<file path="src/rtl/dmem_arb_pkg.sv">
// Shared types and constants for the data-memory arbiter.
// Holds the grant-state encoding and the width of the ext wait counter.
package dmem_arb_pkg;

  typedef enum logic [1:0] {
    G_NONE  = 2'd0,
    G_CORE  = 2'd1,
    G_EXT   = 2'd2,
    G_FORCE = 2'd3
  } gnt_state_t;

  localparam int WAIT_W = 4;

endpackage

</file>
<file path="src/rtl/arb_wait_counter.sv">
// Saturating wait counter: counts up on inc and holds at MAX.
// clr and reset return it to zero; sat flags that it has reached MAX.
module arb_wait_counter
  import dmem_arb_pkg::*;
#(
  parameter int MAX = 4
) (
  input  logic clock,
  input  logic reset,
  input  logic inc,
  input  logic clr,
  output logic sat
);

  logic [WAIT_W-1:0] count;

  assign sat = (count == WAIT_W'(MAX));

  always_ff @(posedge clock) begin
    if (reset || clr) begin
      count <= '0;
    end else if (inc && !sat) begin
      count <= count + WAIT_W'(1);
    end
  end

endmodule

</file>
<file path="src/rtl/dmem_arbiter.sv">
// Arbitrates the data-memory port between the MEM stage (priority) and an ext requester.
// Define DMEM_ARB_STARVE_EN to enable the starvation guard (forced ext slot + core stall).
module dmem_arbiter
  import dmem_arb_pkg::*;
#(
  parameter int bDU      = 32,
  parameter int bADDR    = 8,
  parameter int MAX_WAIT = 4
) (
  input  logic             clock,
  input  logic             reset,
  input  logic             core_rd,
  input  logic             core_wr,
  input  logic [bADDR-1:0] core_addr,
  input  logic [bDU-1:0]   core_wdata,
  output logic [bDU-1:0]   core_rdata,
  output logic             core_stall,
  input  logic             ext_req,
  input  logic             ext_we,
  input  logic [bADDR-1:0] ext_addr,
  input  logic [bDU-1:0]   ext_wdata,
  output logic             ext_gnt,
  output logic [bDU-1:0]   ext_rdata,
  output logic             ext_rvalid,
  output logic [bADDR-1:0] mem_addr,
  output logic [bDU-1:0]   mem_wdata,
  output logic             mem_rd,
  output logic             mem_wr,
  input  logic [bDU-1:0]   mem_rdata,
  output logic [1:0]       gnt_state
);

`ifdef DMEM_ARB_STARVE_EN
  localparam logic STARVE_EN = 1'b1;
`else
  localparam logic STARVE_EN = 1'b0;
`endif

  // Handshake: ext holds req and its fields stable until the cycle ext_gnt is high;
  // the access is performed in that cycle. A stalled core access is retried next cycle
  // with the pipeline holding its inputs.
  logic       core_act;
  logic       wait_sat;
  logic       wait_inc;
  logic       force_slot;
  gnt_state_t grant;
  gnt_state_t gnt_q;

  assign core_act   = core_rd | core_wr;
  assign force_slot = STARVE_EN & ext_req & wait_sat;
  assign core_rdata = mem_rdata;
  assign gnt_state  = gnt_q;

  // Only a core grant with ext waiting advances the counter; anything else clears it.
  assign wait_inc = (grant == G_CORE) & ext_req;

  arb_wait_counter #(
    .MAX(MAX_WAIT)
  ) u_wait_counter (
    .clock(clock),
    .reset(reset),
    .inc  (wait_inc),
    .clr  (~wait_inc),
    .sat  (wait_sat)
  );

  always_ff @(posedge clock) begin
    if (reset) begin
      gnt_q <= G_NONE;
    end else begin
      gnt_q <= grant;
    end
  end

  always_comb begin
    grant = G_NONE;
    if (reset) begin
      grant = G_NONE;
    end else if (force_slot) begin
      grant = G_FORCE;
    end else if (core_act) begin
      grant = G_CORE;
    end else if (ext_req) begin
      grant = G_EXT;
    end
  end

  always_comb begin
    mem_addr   = '0;
    mem_wdata  = '0;
    mem_rd     = 1'b0;
    mem_wr     = 1'b0;
    ext_gnt    = 1'b0;
    core_stall = 1'b0;
    case (grant)
      G_CORE: begin
        mem_addr  = core_addr;
        mem_wdata = core_wdata;
        mem_rd    = core_rd;
        mem_wr    = core_wr;
      end
      G_EXT, G_FORCE: begin
        mem_addr   = ext_addr;
        mem_wdata  = ext_wdata;
        mem_rd     = ~ext_we;
        mem_wr     = ext_we;
        ext_gnt    = 1'b1;
        core_stall = (grant == G_FORCE) & core_act;
      end
      default: ;
    endcase
  end

  always_ff @(posedge clock) begin
    if (reset) begin
      ext_rdata  <= '0;
      ext_rvalid <= 1'b0;
    end else if (ext_gnt && !ext_we) begin
      ext_rdata  <= mem_rdata;
      ext_rvalid <= 1'b1;
    end else begin
      ext_rvalid <= 1'b0;
    end
  end

endmodule

</file>
<file path="config.mk">
export PLATFORM = sky130hd
export DESIGN_NAME = dmem_arbiter
export DESIGN_NICKNAME = d
export VERILOG_FILES = /design/src/rtl/dmem_arb_pkg.sv /design/src/rtl/arb_wait_counter.sv /design/src/rtl/dmem_arbiter.sv
export SDC_FILE = /design/constraint.sdc
export NUM_CORES = 1
export LEC_CHECK = 0
export CAP_MARGIN = 40
export CORE_MARGIN = 2
export CORE_UTILIZATION = 30
export CTS_CLUSTER_SIZE = 14
export DETAILED_ROUTE_END_ITERATION = 6
export GPL_TIMING_DRIVEN = 0
export PLACE_DENSITY = 0.89
export RECOVER_POWER = 50
export SLEW_MARGIN = 20
export SYNTH_ARGS = -nofsm -noshare
export SYNTH_HDL_FRONTEND = slang
export SYNTH_SLANG_ARGS = --single-unit
</file>
<file path="constraint.sdc">
create_clock -name clock -period 2 [get_ports clock]
set_input_delay 0.5 -clock clock [delete_from_list [all_inputs] [get_ports clock]]
set_output_delay 0.5 -clock clock [all_outputs]
set_load 0.005 [all_outputs]
</file>
# --- Word-level counts from Yosys, hierarchy flattened ---
# Cells that the tools add are included.
word_totals:
  ff_bits: 35
  output_inout_bits: 111
  wordCells: 22
classes:
  n_eq_ne: 3
  mux: 10
  n_bitwise: 3
  n_reduce_logical: 3
op_table:
  columns: ["operator", "n"]
  rows:
  - ["32-bit case mux with 2 select lines", 1]
  - ["8-bit case mux with 2 select lines", 1]
  - ["2-bit two-way mux", 3]
  - ["2-bit == test, second input constant", 2]
  - ["1-bit case mux with 2 select lines", 2]
  - ["1-bit two-way mux", 3]
  - ["2-bit by 1-bit == test with 1-bit output, second input constant", 1]
  - ["2-bit OR reduction", 1]
  - ["1-bit AND", 1]
  - ["1-bit logical AND", 1]
  - ["1-bit logical NOT", 1]
  - ["1-bit NOT", 1]
  - ["1-bit OR", 1]

# --- Logic depth before layout (Yosys ltp) ---
# Gate-level depths: netlist of the first run.
depth:
  ltp_word: 8
  depth_mapped: 4
  mapped_depth_nobuf: 2

# --- Least setup slack after synthesis of the first run ---
# No wires, ideal clock.
synth_timing:
  kind: "input port to output port"
  from: "in reset"
  to: "out mem_wdata[25]"
  arrival_ns: 1.321
  slack_ns: 0.179
  path_stages: 3
  n_path_buf: 1
  cell_sequence: "nor4b_4 buf_6 a22o_1"
synth_via:
  elab_chain_cells: 4
  word_cells_on_any_way: 6
  cone_classes: "eq/ne (3); mux (2); reduce/logical (1)"
synth_rtl:
  columns: ["element", "line_no", "source"]
  rows:
  - ["start: declaration", "dmem_arbiter.sv:11", "input logic reset,"]
  - ["2-bit two-way mux *", "dmem_arbiter.sv:77", "if (reset) begin"]
  - ["2-bit == test", "dmem_arbiter.sv:95", "case (grant)"]
  - ["2-bit OR reduction", "dmem_arbiter.sv:95", null]
  - ["32-bit case mux with 2 select lines *", "dmem_arbiter.sv:95", null]
  - ["end: declaration", "dmem_arbiter.sv:26", "output logic [bDU-1:0] mem_wdata,"]
# Every way passes the cells marked *; elsewhere a longest branch is shown, timed or not.

# --- Worst setup path in the final report of the first run ---
layout_timing:
  from: "in core_wr"
  to: "out mem_addr[7]"
layout_via:
  elab_chain_cells: 6
  word_cells_on_any_way: 8
  cone_classes: "eq/ne (3); mux (3); bitwise (1); reduce/logical (1)"
layout_rtl:
  columns: ["element", "line_no", "source"]
  rows:
  - ["start: declaration", "dmem_arbiter.sv:13", "input logic core_wr,"]
  - ["1-bit OR *", "dmem_arbiter.sv:49", "assign core_act = core_rd | core_wr;"]
  - ["2-bit two-way mux *", "dmem_arbiter.sv:81", "end else if (core_act) begin"]
  - ["2-bit two-way mux *", "dmem_arbiter.sv:77", null]
  - ["2-bit == test", "dmem_arbiter.sv:95", null]
  - ["2-bit OR reduction", "dmem_arbiter.sv:95", null]
  - ["8-bit case mux with 2 select lines *", "dmem_arbiter.sv:95", null]
  - ["end: declaration", "dmem_arbiter.sv:25", "output logic [bADDR-1:0] mem_addr,"]
# Marked as above.

==> reports/qor_table.md, run 1 <==
| Result | Reported | Unit |
|---|---|---|
| CTS Buffer Depth | 2 | - |
| GRT Overall Usage | 20.5 | % |
| Vias after detailed routing | 2,600 | - |
| Number of instances in the synthesized netlist | 233 | - |
| Count of maximum capacitance violations | 0 | - |
| Num rows | 31 | - |
| Mapped cell area | 0.00225 | sq mm |
| Fraction of layout instances using a drive strength above 1 | 24.9 | % |
| Worst Setup SP | core_wr | - |
| Status | finished with violations | - |
| Violations in the final reports | setup timing | - |
| Max VDD drop | 0.250 | mV |
| Slack of the worst reg-to-reg path | 1.39 | ns |
| FF-to-FF Start | ext_rdata[28] | - |
| Register area share after synthesis | 31.1 | % |
| Initial Util | 31.1 | % |
| Clock tree from TritonCTS | done | - |
| Clk slew on worst S/H paths | 0.07 | ns |
| Number of port buffers | 227 | - |
| Critical path endpoint category | output pin | - |
| Unrepaired setup endpoints after global routing | true | - |
| Insertion delay of the later-clocked pin in the worst-skew pair | 0.28 | ns |
| Smallest hold slack | 0.472 | ns |
| Total of warnings raised by yosys | 0 | - |
| Via-per-instance ratio | 4.48 | - |
| Wire length of the first global-routing pass | 13,500 | um |
| Required time reported for the critical path endpoint | 1.50 | ns |
| Number of failing hold endpoints at the final stage | 0 | - |
| Antenna violations before repair | 0 | - |
| Net count of the mapped netlist | 351 | - |
| Die Y-Extent | 90.7 | um |
| Layout overhead on the synthesized area | 111 | % |
| Final RePlAce weighted congestion | 0.842 | - |
| Total wirelength of the detailed-routed design | 8750 | um |
| Maximum frequency from static timing analysis | 475 | MHz |
| Endpoints failing setup | 20 | - |
| Post-DRT Antenna Nets | 0 | - |
| Remaining global-route overflow | 0 | - |
| Fraction of synthesized cell area taken by the top area cell type | 31.1 | % |
| Worst Reg2Reg Path Length in Cells | 2 | - |
| Cells taking the most area after synthesis | dfxtp_1 (31%), nand2b_1 (18%), a22o_1 (15%), mux2i_1 (14%), buf_4 (11%) | - |
| Type of the worst min-delay path | flip-flop to flip-flop | - |
| Post-layout minimum cycle time | 2.11 | ns |
| Net count of the finished layout | 599 | - |
| CTS root buffer | clkbuf_8 | - |
| Post-Place Worst Slack | -1.14 | ns |
| CP Capture Point | mem_addr[7] | - |
| Static power due to leakage | 0.00206 | uW |
| H-tree levels | 2 | - |
| Final-layout fill cell count | 602 | - |
| Number of global-route vias before repair | 2,689 | - |
| Routed wire length per instance | 15.1 | um |
| End of the worst register-to-register path | ext_rdata[28] | - |
| Die footprint | 0.00822 | sq mm |
| Count of distinct cell types in the synthesized netlist | 15 | - |
| Peak fanout along the critical path | 4 | - |
| Standard cell core area | 0.00725 | sq mm |
| Startpoint types | primary input | - |
| Total chip power | 2020 | uW |
| Sink Count | 35 | - |
| Number of slew-limit violations in the final report | 0 | - |
| Tightest slew margin relative to the limit | 63.9 | % |
| DRC viols | 0 | - |
| Worst setup path category | primary input to output pin | - |
| Ports placed on the boundary | 229 | - |
| Setup Skew | 0 | ns |
| Die extent in x | 90.7 | um |
| Post-synthesis sequential element count | 35 | - |
| Post-synthesis cell type with the largest combined area | dfxtp_1 | - |
| CTS Buf Count | 5 | - |
| Power per Cell Area | 426 | mW/mm^2 |
| Worst path arrival time | 1.61 | ns |
| Detailed Route Iter0 Violations | 35 | - |
| Least setup slack across all paths after layout | -0.106 | ns |
| Actual slew at the worst max-slew pin | 0.539 | ns |
| Count of hold buffers inserted by post-cts repair | 0 | - |
| First-pass iteration count of the detailed router | 4 | - |
| Inserted Diodes | 0 | - |
| Hold depth | 2 | - |
| Synthesized area per cell | 9.68 | sq um |
| Share of the clock period used by the worst path after layout | 105 | % |
| Placed wire-length estimate after detailed placement | 7210 | um |
| Largest net degree at the start of global routing | 13 | - |
[cell families after synthesis]
group / share of synthesized area [%]
other cells: 0.166
compound gates: 17.0
mux: 14.2
buf+inv: 17.0
simple gates: 20.5
flops: 31.1
[cell usage after synthesis]
library cell  count
nand2b_1         64
a22o_1           38
dfxtp_1          35
buf_4            33
mux2i_1          32
clkbuf_1          8
buf_6             7
a22o_2            4
buf_2             4
inv_1             2
nor4b_4           2
and2_1            1
conb_1            1
nor4b_1           1
o21ba_2           1
[metrics by stage]
stage,setup TNS [ns],area [sq um],instances,utilization (%)
6_report,-1.07,4750,581,65.5
5_1_grt,-2.20,4750,581,65.5
4_1_cts,-1.63,4710,579,64.9
3_5_place_dp,-55.35,4650,559,64.1
3_3_place_gp,-54.66,4650,559,64.1
2_1_floorplan,0,2250,233,-
[worst min-delay path by stage]
stage | start | to | slack [ns]
detailed placement | ext_rdata[14] | ext_rdata[14] | 0.46
CTS | ext_rdata[22] | ext_rdata[22] | 0.48
global placement | ext_rdata[18] | ext_rdata[18] | 0.46
finish | ext_rdata[22] | ext_rdata[22] | 0.47
floorplan | ext_rdata[0] | ext_rdata[0] | 0.46
global route | core_wr | gnt_state[1] | 0.48
[timing repair]
action | 4_1_cts | 5_1_grt
endpoints found under the setup margin | 75 | 41
setup buffers | 8 | 5
cloned | 5 | 0
pin swaps | 28 | 9
gates resized for setup | 240 | 14
endpoints found under the hold margin | 0 | 0
[worst max-delay path, stage by stage]
cell	delay, ns
buf_12	0.11
nor4b_4	0.30
buf_6	0.15
buf_12	0.11
buf_8	0.10
buf_6	0.08
a22o_1	0.12
buf_2	0.12
[where the power goes]
| part | switching [uW] | internal [uW] | leakage (uW) |
|---|---|---|---|
| clock | 266 | 371 | 0.0000581 |
| combinational | 210 | 455 | 0.00172 |
| sequential | 7.72 | 713 | 0.000284 |
| total | 483 | 1540 | 0.00206 |
[registers in the layout (all words and copies together), names as in the netlist]
name,flops
gnt_state,2
ext_rvalid,1
ext_rdata,32
[layout make-up]
| type | count | area, sq um | area share (%) |
|---|---|---|---|
| plain buffers | 49 | 364 | 7.66 |
| clock buffers | 5 | 68.8 | 1.45 |
| clock inverters | 3 | 43.8 | 0.922 |
| inverters | 2 | 7.51 | 0.158 |
| multi-input cells | 144 | 1190 | 25.1 |
| flip-flops and latches | 35 | 701 | 14.7 |
| well taps | 99 | 124 | 2.61 |
| repair buffers | 244 | 2250 | 47.4 |
[metal layers]
metal / track usage [%] / vias to the layer above / wire length (um)
met1: 19.5 / 1184 / 3030
met4: 8.72 / 0 / 270
met2: 40.0 / 131 / 4700
met5: 0 / - / 0
li1: - / 1270 / -
met3: 6.18 / 15 / 743
[layout by cell type (no fill, tap or decap), drive strengths merged]
master	instances
bufinv	1
inv	2
clkdlybuf4s50	148
clkbuf	13
dfxtp	35
and2	1
a22o	42
clkinv	2
nand2b	64
conb	1
nor4b	3
mux2i	32
dlygate4sd2	33
buf	104
o21ba	1
(Power assumes the default switching activity.)
==> run 2, diff against run 1 <==
--- a/config.mk
+++ b/config.mk
@@ -5,13 +5,16 @@
 export SDC_FILE = /design/constraint.sdc
 export NUM_CORES = 1
 export LEC_CHECK = 0
+export ABC_CLOCK_PERIOD_IN_PS = 2000
 export CAP_MARGIN = 40
+export CELL_PAD_IN_SITES_DETAIL_PLACEMENT = 1
+export CELL_PAD_IN_SITES_GLOBAL_PLACEMENT = 1
 export CORE_MARGIN = 2
-export CORE_UTILIZATION = 30
+export CORE_UTILIZATION = 19
 export CTS_CLUSTER_SIZE = 14
 export DETAILED_ROUTE_END_ITERATION = 6
 export GPL_TIMING_DRIVEN = 0
-export PLACE_DENSITY = 0.89
+export PLACE_DENSITY = 0.86
 export RECOVER_POWER = 50
 export SLEW_MARGIN = 20
 export SYNTH_ARGS = -nofsm -noshare
==> run 2 against run 1 <==
- the flow finishes with violations (DRC, setup timing)
- sequential share of layout area fell by 0.38 points
- sequential power barely moved
- via count rose by 0.77%
- combinational power rose by 2%
- critical path depth fell by 1
- flip-flop and latch count did not move
- wire length rose by 16%
- fmax rose by 1.5%
- non-clock buffer count rose by 5
- clock skew did not move
- clock-buffer cell count did not move
- largest cell class unchanged
==> reports/qor_table.md, run 2 (synthesized netlist as in run 1, its figures left out) <==
| Result | Reported | Unit | Delta |
|---|---|---|---|
| DRC viols | 8 | - | was 0 |
| Delay contributed by the slowest stage of the critical path | 0.28 | ns | was 0.30 ns |
| Largest net degree at the start of global routing | 14 | - | was 13 |
| Count of maximum capacitance violations | 0 | - | unchanged |
| Number of flip-flops under the largest register name | 32 | - | unchanged |
| Ports placed on the boundary | 229 | - | unchanged |
| Post-layout minimum cycle time | 2.07 | ns | was 2.11 ns |
| Via-per-instance ratio | 4.16 | - | was 4.48 |
| Sink Count | 35 | - | unchanged |
| Net count of the finished layout | 604 | - | was 599 |
| Count of hold buffers inserted by post-cts repair | 0 | - | unchanged |
| CTS Buffer Depth | 2 | - | unchanged |
| Actual slew at the worst max-slew pin | 0.557 | ns | was 0.539 ns |
| Internal power contribution | 1760 | uW | was 1540 uW |
| Setup Skew | 0 | ns | unchanged |
| Layout overhead on the synthesized area | 116 | % | was 111% |
| Area of all placed cells without fillers | 0.00488 | sq mm | was 0.00475 sq mm |
| Routed wire length per instance | 16.1 | um | was 15.1 um |
| Peak fanout along the critical path | 7 | - | was 4 |
| Switching share of power | 23.3 | % | was 23.9% |
| Final RePlAce weighted congestion | 0.783 | - | was 0.842 |
| Antenna violations before repair | 0 | - | unchanged |
| Vias after detailed routing | 2,620 | - | was 2,600 |
| Insertion delay of the later-clocked pin in the worst-skew pair | 0.28 | ns | about the same |
| Detailed Route Iter0 Violations | 42 | - | was 35 |
| Die footprint | 0.0128 | sq mm | was 0.00822 sq mm |
| Cell Chain, Critical Path | buf_12 -> nor4b_4 -> buf_4 -> buf_6 -> buf_6 -> a22o_1 -> buf_2 | - | was buf_12 -> nor4b_4 -> buf_6 -> buf_12 -> buf_8 -> buf_6 -> a22o_1 -> buf_2 |
| Worst path arrival time | 1.57 | ns | was 1.61 ns |
| Least setup slack across all paths after layout | -0.0748 | ns | was -0.106 ns |
| Most Frequent Cell on Critical Path | buf_6 | - |  |
| Post-Place Worst Slack | -1.18 | ns | was -1.14 ns |
| Required time reported for the critical path endpoint | 1.50 | ns | about the same |
| Tightest slew margin relative to the limit | 62.7 | % | was 63.9% |
| Most common cell after layout, fill and taps aside | clkdlybuf4s50_1 | - | unchanged |
| Power per Cell Area | 471 | mW/mm^2 | was 426 mW/mm^2 |
| Clock share of power | 39.2 | % | was 31.5% |
| Critical path endpoint category | output pin | - | unchanged |
| Share of the clock period used by the worst path after layout | 104 | % | was 105% |
| Total wirelength of the detailed-routed design | 10,200 | um | was 8750 um |
| Number of failing hold endpoints at the final stage | 0 | - | unchanged |
| Switching power summed over all nets | 536 | uW | was 483 uW |
| Sequential Area | 701 | sq um | unchanged |
| Violations in the final reports | DRC, setup timing | - | was setup timing |
| Number of port buffers | 227 | - | unchanged |
| Clock tree from TritonCTS | done | - | unchanged |
| Smallest hold slack | 0.455 | ns | was 0.472 ns |
| First-pass iteration count of the detailed router | 7 | - | was 4 |
| Placed wire-length estimate after detailed placement | 8510 | um | was 7210 um |
| CTS root buffer | clkbuf_16 | - | was clkbuf_8 |
| Total cell area at the placement stage | 0.00471 | sq mm | was 0.00465 sq mm |
| Register with the most flip-flops | ext_rdata | - | unchanged |
| Maximum frequency from static timing analysis | 482 | MHz | was 475 MHz |
| Die extent in x | 113 | um | was 90.7 um |
| H-tree levels | 2 | - | unchanged |
| Die Y-Extent | 113 | um | was 90.7 um |
| Clk slew on worst S/H paths | 0.06 | ns | was 0.07 ns |
| Number of slew-limit violations in the final report | 0 | - | unchanged |
| Sum of buffers and inverters on the critical path | 5 | - | was 6 |
| Type of the worst min-delay path | primary input to flip-flop | - | was flip-flop to flip-flop |
| Initial Util | 19.6 | % | was 31.1% |
| Most frequent cells in the layout | clkdlybuf4s50_1 (148), nand2b_1 (64), buf_4 (46) | - | was clkdlybuf4s50_1 (148), nand2b_1 (64), buf_4 (44) |
| Wire length of the first global-routing pass | 15,500 | um | was 13,500 um |
| CTS Buf Count | 5 | - | unchanged |
| Max VDD drop | 0.287 | mV | was 0.250 mV |
| Remaining global-route overflow | 0 | - | unchanged |
| Standard cell with the maximum stage delay on the critical path | nor4b_4 | - | unchanged |
| Static power due to leakage | 0.00210 | uW | was 0.00206 uW |
| Standard cell core area | 0.0115 | sq mm | was 0.00725 sq mm |
| Startpoint types | primary input | - | unchanged |
| Num rows | 39 | - | was 31 |
| Final-layout fill cell count | 1,328 | - | was 602 |
| Endpoints failing setup | 32 | - | was 20 |
| Unrepaired setup endpoints after global routing | true | - | unchanged |
| Combinational Power Share | 29.4 | % | was 32.9% |
| Fraction of layout instances using a drive strength above 1 | 25.9 | % | was 24.9% |
| Worst setup path category | primary input to output pin | - | unchanged |
| Area of the multi-input gates | 0.00119 | sq mm | about the same |
| Status | finished with violations | - | unchanged |
| Number of global-route vias before repair | 2,920 | - | was 2,689 |
| GRT Overall Usage | 15.3 | % | was 20.5% |
| Cell type group with the largest total delay on the critical path | buffers and inverters | - | unchanged |
| Post-DRT Antenna Nets | 0 | - | unchanged |
| Sequential fraction of design power | 31.4 | % | was 35.6% |
| Inserted Diodes | 0 | - | unchanged |
-- run 2: final timing paths --
kind / startpoint / end / slack (ns) / cells past startpoint
hold / removal: core_wr / gnt_state[1] / 0.46 / 2
hold reg to reg: ext_rdata[19] / ext_rdata[19] / 0.48 / 2
setup reg to reg: ext_rdata[29] / ext_rdata[29] / 1.38 / 2
setup / recovery: core_rd / mem_wdata[22] / -0.07 / 7
-- run 2: repair_timing --
action,CTS,global route
buffers inserted,15,5
endpoints found under the hold margin,0,0
cloned,1,0
gates resized for setup,236,15
pin swaps,25,12
endpoints found under the setup margin,76,39
-- run 2: power by group through the flow --
stage | Clock, uW | Sequential (uW) | Combinational (uW)
6_report | 901 | 722 | 675
5_1_grt | 963 | 723 | 723
4_1_cts | 934 | 722 | 674
3_5_place_dp | 0 | 737 | 724
3_3_place_gp | 0 | 736 | 711
2_1_floorplan | 0 | 738 | 214
-- run 2: routing by layer --
layer  wire [um]  global-route usage, %  vias to the layer above
li1            -                      -                     1276
met1        3630                   15.8                     1207
met2        5610                   30.5                      129
met3         811                   3.32                        8
met4         110                   4.80                        0
met5           0                      0                        -
-- run 2: through the flow --
step	util [%]	cells	power, uW	setup TNS, ns
3_3_place_gp	40.9	603	1450	-57.89
6_report	42.3	630	2300	-1.37
4_1_cts	41.8	626	2330	-1.04
2_1_floorplan	-	233	952	0
5_1_grt	42.3	630	2410	-2.89
3_5_place_dp	40.9	603	1460	-59.10
-- run 2: cell type report --
| cell class | count | area share (%) |
|---|---|---|
| buffer | 51 | 8.01 |
| clock buffer | 5 | 2.57 |
| clock inverter | 3 | 0.975 |
| inverter | 2 | 0.154 |
| multi-input combinational | 144 | 24.4 |
| sequential | 35 | 14.4 |
| tap | 143 | 3.67 |
| timing repair buffer | 247 | 45.8 |
